$ cat src/rtl/jump_pkg.sv
// Shared encodings for the Execute-stage jump/branch unit.
//   JOP_*  transfer operation selector on E_jop (6 and 7 act as NONE)
//   EXT_*  immediate extension mode on E_ext_op (3 acts as ZERO)
package jump_pkg;

  localparam logic [2:0] JOP_NONE = 3'd0;
  localparam logic [2:0] JOP_BR   = 3'd1;
  localparam logic [2:0] JOP_J    = 3'd2;
  localparam logic [2:0] JOP_JAL  = 3'd3;
  localparam logic [2:0] JOP_JR   = 3'd4;
  localparam logic [2:0] JOP_JALR = 3'd5;

  localparam logic [1:0] EXT_ZERO = 2'd0;
  localparam logic [1:0] EXT_SIGN = 2'd1;
  localparam logic [1:0] EXT_LUI  = 2'd2;

  function automatic logic jop_taken(input logic [2:0] jop, input logic cond);
    case (jop)
      JOP_BR:                            jop_taken = cond;
      JOP_J, JOP_JAL, JOP_JR, JOP_JALR:  jop_taken = 1'b1;
      default:                           jop_taken = 1'b0;
    endcase
  endfunction

endpackage

$ cat src/rtl/ras_stack.sv
// Circular return-address stack.
//   clk, reset  clock and synchronous active-high reset
//   push        write din at sp, advance sp (overwrites oldest when full)
//   pop         retreat sp when non-empty; with push in the same cycle the
//               pop is applied first, so the top entry gets replaced
//   din         address to push
//   top         most recent entry, 0 when empty
//   valid       stack is non-empty
module ras_stack #(
  parameter int DEPTH = 4,
  parameter int W     = 32
) (
  input  logic         clk,
  input  logic         reset,
  input  logic         push,
  input  logic         pop,
  input  logic [W-1:0] din,
  output logic [W-1:0] top,
  output logic         valid
);

  localparam int PW = (DEPTH > 1) ? $clog2(DEPTH) : 1;
  localparam logic [PW:0] FULL = (PW+1)'(DEPTH);

  logic [W-1:0]  r_mem [DEPTH];
  logic [PW-1:0] r_sp;
  logic [PW:0]   r_cnt;

  logic          w_pop_eff;
  logic [PW-1:0] w_sp_pop;
  logic [PW-1:0] w_sp_top;
  logic [PW:0]   w_cnt_pop;
  logic [PW:0]   w_cnt_push;

  always_comb begin
    w_pop_eff  = pop && (r_cnt != '0);
    w_sp_pop   = w_pop_eff ? r_sp - 1'b1 : r_sp;
    w_cnt_pop  = w_pop_eff ? r_cnt - 1'b1 : r_cnt;
    // count saturates at DEPTH; a push when full just recycles the oldest slot
    w_cnt_push = (w_cnt_pop == FULL) ? FULL : w_cnt_pop + 1'b1;
    w_sp_top   = r_sp - 1'b1;
    valid      = (r_cnt != '0);
    top        = valid ? r_mem[w_sp_top] : '0;
  end

  always_ff @(posedge clk) begin
    if (reset) begin
      r_sp  <= '0;
      r_cnt <= '0;
      for (int i = 0; i < DEPTH; i++) r_mem[i] <= '0;
    end else if (push) begin
      r_mem[w_sp_pop] <= din;
      r_sp            <= w_sp_pop + 1'b1;
      r_cnt           <= w_cnt_push;
    end else begin
      r_sp  <= w_sp_pop;
      r_cnt <= w_cnt_pop;
    end
  end

endmodule

$ cat src/rtl/e_jump_unit.sv
// Execute-stage jump/branch unit: immediate extension, transfer targets,
// registered one-cycle fetch redirect, return-address stack and a
// saturating taken-transfer counter.
//   clk, reset     clock, synchronous active-high reset
//   stall, flush   E-stage stall (freeze) and kill
//   E_*            instruction fields / operands from the E pipeline register
//   E_imm16_EXT    extended imm16 (combinational)
//   E_imm26_EXT    jump target {pc4[31:28], imm26, 00} (combinational)
//   E_link         E_pc + 8 (combinational)
//   redir_valid/pc registered redirect to fetch
//   ras_valid/top  RAS state for fetch-side jr $ra prediction
//   taken_cnt      saturating count of taken transfers
module e_jump_unit
  import jump_pkg::*;
#(
  parameter int ADDR_W    = 32,
  parameter int RAS_DEPTH = 4,
  parameter int CNT_W     = 16
) (
  input  logic              clk,
  input  logic              reset,
  input  logic              stall,
  input  logic              flush,
  input  logic              E_valid,
  input  logic [ADDR_W-1:0] E_pc,
  input  logic [15:0]       E_imm16,
  input  logic [25:0]       E_imm26,
  input  logic [1:0]        E_ext_op,
  input  logic [2:0]        E_jop,
  input  logic              E_cond,
  input  logic [ADDR_W-1:0] E_rs_val,
  input  logic              E_rs_is_ra,
  output logic [ADDR_W-1:0] E_imm16_EXT,
  output logic [ADDR_W-1:0] E_imm26_EXT,
  output logic [ADDR_W-1:0] E_link,
  output logic              redir_valid,
  output logic [ADDR_W-1:0] redir_pc,
  output logic              ras_valid,
  output logic [ADDR_W-1:0] ras_top,
  output logic [CNT_W-1:0]  taken_cnt
);

  logic [ADDR_W-1:0] w_pc4;
  logic [ADDR_W-1:0] w_br_tgt;
  logic [ADDR_W-1:0] w_target;
  logic              w_accept;
  logic              w_take;
  logic              w_push;
  logic              w_pop;

  logic              r_redir_valid;
  logic [ADDR_W-1:0] r_redir_pc;
  logic [CNT_W-1:0]  r_taken_cnt;

  always_comb begin
    w_pc4       = E_pc + ADDR_W'(4);
    E_link      = E_pc + ADDR_W'(8);
    E_imm26_EXT = {w_pc4[ADDR_W-1:28], E_imm26, 2'b00};

    case (E_ext_op)
      EXT_SIGN: E_imm16_EXT = {{(ADDR_W-16){E_imm16[15]}}, E_imm16};
      EXT_LUI:  E_imm16_EXT = ADDR_W'({E_imm16, 16'h0000});
      default:  E_imm16_EXT = ADDR_W'(E_imm16);
    endcase

    w_br_tgt = w_pc4 + {{(ADDR_W-18){E_imm16[15]}}, E_imm16, 2'b00};

    case (E_jop)
      JOP_BR:           w_target = w_br_tgt;
      JOP_J, JOP_JAL:   w_target = E_imm26_EXT;
      JOP_JR, JOP_JALR: w_target = E_rs_val;
      default:          w_target = '0;
    endcase

    w_accept = E_valid && !stall && !flush;
    w_take   = w_accept && jop_taken(E_jop, E_cond);
    w_push   = w_accept && ((E_jop == JOP_JAL) || (E_jop == JOP_JALR));
    w_pop    = w_accept && E_rs_is_ra && ((E_jop == JOP_JR) || (E_jop == JOP_JALR));
  end

  always_ff @(posedge clk) begin
    if (reset) begin
      r_redir_valid <= 1'b0;
      r_redir_pc    <= '0;
      r_taken_cnt   <= '0;
    end else begin
      // flush kills the redirect even while stalled
      if (flush)       r_redir_valid <= 1'b0;
      else if (!stall) r_redir_valid <= w_take;
      if (w_take) begin
        r_redir_pc <= w_target;
        if (r_taken_cnt != '1) r_taken_cnt <= r_taken_cnt + 1'b1;
      end
    end
  end

  ras_stack #(
    .DEPTH (RAS_DEPTH),
    .W     (ADDR_W)
  ) u_ras (
    .clk   (clk),
    .reset (reset),
    .push  (w_push),
    .pop   (w_pop),
    .din   (E_link),
    .top   (ras_top),
    .valid (ras_valid)
  );

  assign redir_valid = r_redir_valid;
  assign redir_pc    = r_redir_pc;
  assign taken_cnt   = r_taken_cnt;

endmodule
$ cat config.mk
export PLATFORM = sky130hd
export DESIGN_NAME = e_jump_unit
export DESIGN_NICKNAME = d
export VERILOG_FILES = /design/src/rtl/jump_pkg.sv /design/src/rtl/ras_stack.sv /design/src/rtl/e_jump_unit.sv
export SDC_FILE = /design/constraint.sdc
export NUM_CORES = 1
export LEC_CHECK = 0
export CAP_MARGIN = 15
export CORE_ASPECT_RATIO = 0.7
export CORE_MARGIN = 1.5
export CORE_UTILIZATION = 54
export CTS_CLUSTER_SIZE = 12
export DETAILED_ROUTE_END_ITERATION = 8
export GPL_TIMING_DRIVEN = 0
export PLACE_DENSITY = 0.92
export SYNTH_ARGS = -nofsm -noshare
export SYNTH_HDL_FRONTEND = slang
export SYNTH_SLANG_ARGS = --single-unit
$ cat constraint.sdc
create_clock -name clk -period 6.9 [get_ports clk]
set_clock_uncertainty 0.2 [all_clocks]
set_input_delay 1.38 -clock clk [delete_from_list [all_inputs] [get_ports clk]]
set_output_delay 1.38 -clock clk [all_outputs]
set_load 0.1 [all_outputs]
# [Word level (Yosys, flattened, before mapping)]
# Memories as Yosys holds them, arrays and structs flattened.
# Index checks and enable logic that the tools add are counted.
# W data, S select, Z words.
[classes] n_eq_ne=9 n_reduce_logical=18 add_sub_neg=8 muxes=17
[ops] cell="$pmux W32 S3" count=1
[ops] cell="$mux W32" count=2
[ops] cell="$pmux W32 S2" count=1
[ops] cell="$add A32 B3 Y32 const B" count=1
[ops] cell="$add A32 B32 Y32" count=1
[ops] cell="$add A32 B4 Y32 const B" count=1
[ops] cell="$reduce_or A32 Y1" count=1
[ops] cell="$add A16 B1 Y16 const B" count=1
[ops] cell="$ne A16 B16 Y1 const B" count=1
[ops] cell="$eq A3 B3 Y1 const B" count=3
[ops] cell="$mux W3" count=3
[ops] cell="$logic_and A1 B1 Y1" count=7
[ops] cell="$eq A3 B2 Y1 const B" count=2
[ops] cell="$mux W1" count=6
[ops] cell="$mux W2" count=3
[ops] cell="$reduce_or A2 Y1" count=3
[ops] cell="$reduce_or A4 Y1" count=1
[ops] cell="$add A3 B1 Y3 const B" count=1
[ops] cell="$eq A3 B1 Y1 const B" count=1
[ops] cell="$reduce_bool A3 Y1" count=1
[ops] cell="$sub A3 B1 Y3 const B" count=1
[ops] cell="$add A2 B1 Y2 const B" count=1
[ops] cell="$eq A2 B1 Y1 const B" count=1
[ops] cell="$eq A2 B2 Y1 const B" count=1
[ops] cell="other kinds (5)" count=7
[totals] memories=1 output_inout_bits=178 inputBits=118 reg_bits=54 ramBits=128
[mem_list] name="u_ras.r_mem" words=4 word_bits=32 read_ports=1 rd_clocked_by_memory_dff=0 wr=4 line="ras_stack.sv:25" rtl="logic [W-1:0] r_mem [DEPTH];"

# [Longest topological paths before layout]
[logic_depth] word_depth=10 ltp_mapped=17

# [Hierarchy]
# From an unflattened synthesis, not the netlist that was laid out.
[unflattened] cells_unflattened=1169 area_unflattened_um2=11673.7
[modules_own_cells] mod="ras_stack" seq_area_each_um2=3943.8 cells_per_inst=412 area_each_um2=6217.2 instances=1
[modules_own_cells] mod="e_jump_unit" seq_area_each_um2=980.9 cells_per_inst=757 area_each_um2=5456.5 instances=1

# [Least setup slack after synthesis]
# OpenSTA, ideal clock, no wires.
[synth_timing] kind="input to register" start="in E_pc[8]" end="reg r_redir_pc[31], in the netlist redir_pc[31]" t_required_ns=6.562 setup_slack_ns=1.107 cell_stages=14 arrival_ns=5.455 path_buffers=1 cell_sequence="buf_2 and4_4 and3_4 nand2_4 nor3_1 nand4_1 xnor2_1 ha_1 a21oi_1 nand2b_1 o31ai_1 nor4b_1 a21oi_1 a41oi_1"
[synth_via] elab_chain_cells=3
[synth_lines] item="start, declared" line="e_jump_unit.sv:25" rtl="input logic [ADDR_W-1:0] E_pc,"
[synth_lines] item="$add A32 B3 Y32" line="e_jump_unit.sv:56" rtl="w_pc4 = E_pc + ADDR_W'(4);"
[synth_lines] item="named net E_imm26_EXT[28]" line="e_jump_unit.sv:34" rtl="output logic [ADDR_W-1:0] E_imm26_EXT,"
[synth_lines] item="$add A32 B32 Y32" line="e_jump_unit.sv:66" rtl="w_br_tgt = w_pc4 + {{(ADDR_W-18){E_imm16[15]}}, E_imm16, 2'b00};"
[synth_lines] item="$pmux W32 S3" line="e_jump_unit.sv:68" rtl="case (E_jop)"
[synth_lines] item="end signal, assigned" line="e_jump_unit.sv:91" rtl="r_redir_pc <= w_target;"
[synth_lines] item="end, declared" line="e_jump_unit.sv:52" rtl="logic [ADDR_W-1:0] r_redir_pc;"
# The timed path passes the listed nets, and every way through them passes these cells.
# A chain may end at the register's enable or synchronous reset.

# [Worst setup path in the final report]
[layout_timing] start="in E_pc[3]" end="out E_link[19]"
[layout_via] elab_chain_cells=1
[layout_lines] item="$add A32 B4 Y32" line="e_jump_unit.sv:57" rtl="E_link = E_pc + ADDR_W'(8);"
[layout_lines] item="end, declared" line="e_jump_unit.sv:35" rtl="output logic [ADDR_W-1:0] E_link,"
# Every way passes these cells.

==> run metrics <==
main flop type after synthesis edfxtp_1; number of flops mapped to enable cells by yosys 128; via count 10930; Yosys reg bits 182; Rel. slew slack 29.02%; GRT Resource Usage Total 35.12%; DR WL/cell 21.96 um; critical path class primary input to output pin; worst setup margin 0.1230 ns; IO Port Bufs 288; clock buffer depth 2; status finished clean; full die area 0.02216 mm2; min Tclk post-route 6.777 ns; Syn Area/Cell 9.738 um2; total CTS buffers 17; RR Startpoint u_ras.r_cnt[0]; max_cap viols 0; H-tree levels 4; I/O pins 296; worst hold path type flip-flop to flip-flop; fillers 1425; Die Ht 125.0 um; period utilisation layout 98.22%; worst hold stages 2; CP startpoint kind primary input; Worst EP required 5.32 ns; first-pass GRT wire length 58990 um; fin. max-slew vios 0; routed wire length 39050 um; crit path max fanout 8; most common cell in the synthesized netlist nor2_1; hold wc startpoint redir_pc[4]; R2R depth 11; Clk Latency, worst-skew pair 0.44 ns; CTS Sinks 182; maximum vdd ir drop 0.1381 mV; r2r setup slk 2.58 ns; Crit Reg-Reg Endpoint u_ras.r_mem[1][1]; FMAX 0.1476 GHz; Yosys top cell by area edfxtp_1; CTS tree done; DRT antenna net count 0; synth unique cells 77; Mapped Area 0.01148 mm2; Hold Path End redir_pc[4]; top post-synthesis cells by count 148 x nor2_1, 128 x edfxtp_1, 87 x nand2_1, 72 x a21oi_1, 64 x inv_1; layout cells sized above 1 8.728%; Synth top area share 33.48%; Die W 177.3 um; sequential cell area fraction in the yosys report 42.89%; Reg area 0.004925 mm2; # DRC 0; area of the multi-input gates 0.005819 mm2; RSZ-0062 raised after global routing false; starting density of the core 55.17%; dpl ws 0.1538 ns; Worst Tran Pin Value 1.061 ns; final setup fails 0; largest net degree at the start of global routing 33; Hold Vio Cnt, Final 0; antenna violations before repair 0; Initial DRT Pass Iterations 7; Core Area 0.02081 mm2; aggregate global routing overflow 0; LEAKAGE 5.838 nW; CP arrival 5.20 ns; Vias/cell 6.148; clock-pin transition on the worst setup and hold timing paths 0.07 ns; FP Rows 44; Synth Instances 1179; clk root buf clkbuf_16; Yosys Warn Count 0; Detailed Route Iter0 Violations 1443; Crit. End Element output pin; Final TNS setup 0 ns; Nets 1654; Syn-to-layout area delta 33.74%; Pwr Density 200.8 mW/mm2; HPWL Detailed 29200 um; Post-synth ARST share 0%; cts hold-fix bufs 0; Area contributors post-synth edfxtp_1 33%, dfxtp_1 9.4%, mux4_2 6.3%; global placer's final weighted congestion 0.9169; number of global-route vias before repair 10630
-- repair_timing --
| item | 4_1_cts | 5_1_grt |
|---|---|---|
| resized for setup | 0 | 4 |
| buffers inserted | 0 | 0 |
| setup endpoints to repair | 0 | 4 |
-- sequential cells by signal (all words and copies together), names as in the netlist --
register and flops:
u_ras.r_cnt 3, redir_pc 32, redir_valid 1, taken_cnt 16, u_ras.r_sp 2, u_ras.r_mem 128
-- kinds of logic after synthesis --
logic type / after synthesis / synth area share [%]
adders and majority gates: 48 / 5.296
other: 1 / 0.03266
xor gates and xnor gates: 92 / 7.084
DFF: 182 / 42.89
and+or+nand+nor: 433 / 18.45
AOI/OAI and AO/OA: 228 / 13.18
muxes: 34 / 6.452
buffers and inverters: 161 / 6.615
-- how the worst max path moves through the flow --
stage	startpoint	end	slack [ns]	cells after the start
floorplan	E_pc[8]	redir_pc[31]	1.11	14
global placement	E_valid	u_ras.r_mem[3][7]	-0.67	6
detailed placement	E_pc[3]	E_imm26_EXT[30]	0.15	9
CTS	E_pc[3]	E_imm26_EXT[30]	0.11	9
global route	E_pc[3]	E_link[25]	0.03	8
finish	E_pc[3]	E_link[19]	0.12	9
-- cell type report --
| class | count | share of cell area (%) |
|---|---|---|
| clock inverters | 15 | 1.027 |
| diodes | 1 | 0.01630 |
| repair buffers | 289 | 19.02 |
| plain buffers | 97 | 3.382 |
| multi-input cells | 837 | 37.90 |
| inverters | 64 | 1.565 |
| clock buffers | 17 | 2.771 |
| flip-flops and latches | 182 | 32.07 |
| well taps | 276 | 2.249 |
-- per-stage QoR --
step	power [W]	instances	utilization (%)	area (um2)	hold WS, ns
final	0.003083	1778	73.79	15350	0.3029
after CTS	0.003069	1777	73.73	15340	0.2965
after detailed placement	0.002104	1745	70.92	14760	0.2802
after floorplan	0.001839	1180	-	11480	0.3844
after global placement	0.002091	1744	70.70	14710	0.2663
after global routing	0.003169	1777	73.77	15350	0.3299
-- report_power, final --
group | leakage (nW) | switching, W | total (W) | internal (W)
Combinational | 3.81 | 0.000607 | 0.000874 | 0.000267
Sequential | 1.74 | 0.0000158 | 0.00122 | 0.00120
Clock | 0.280 | 0.000477 | 0.000990 | 0.000513
-- cells in the final DEF, fill, tap and decap left out, drive strengths merged, types with 43 or more instances in the layout --
| cell | count |
|---|---|
| nor2 | 151 |
| o21ai | 47 |
| edfxtp | 128 |
| clkdlybuf4s50 | 284 |
| clkbuf | 70 |
| dfxtp | 54 |
| buf | 45 |
| nor3 | 52 |
| xor2 | 43 |
| a21oi | 72 |
| inv | 72 |
| ha | 47 |
| nand2 | 88 |
| xnor2 | 49 |
-- worst max-delay path: stages --
cell and delay [ns]:
clkdlybuf4s50_1 0.74, ha_1 0.33, and4_1 0.31, nand4_1 0.41, nor2_1 0.34, and3_1 0.25
xnor2_1 0.19, inv_1 0.10, clkdlybuf4s50_1 1.13
-- per-layer routing --
| metal | GRT usage, % | vias up | routed length [um] | share of wire, % |
|---|---|---|---|---|
| met5 | 0 | - | 0 | 0 |
| met4 | 11.96 | 0 | 1260 | 3.2 |
| met3 | 10.83 | 109 | 4778 | 12 |
| met2 | 56.07 | 778 | 17970 | 46 |
| met1 | 45.46 | 5197 | 15030 | 38 |
| li1 | - | 4847 | - | - |
No activity file was read; power rests on OpenSTA's default activity.
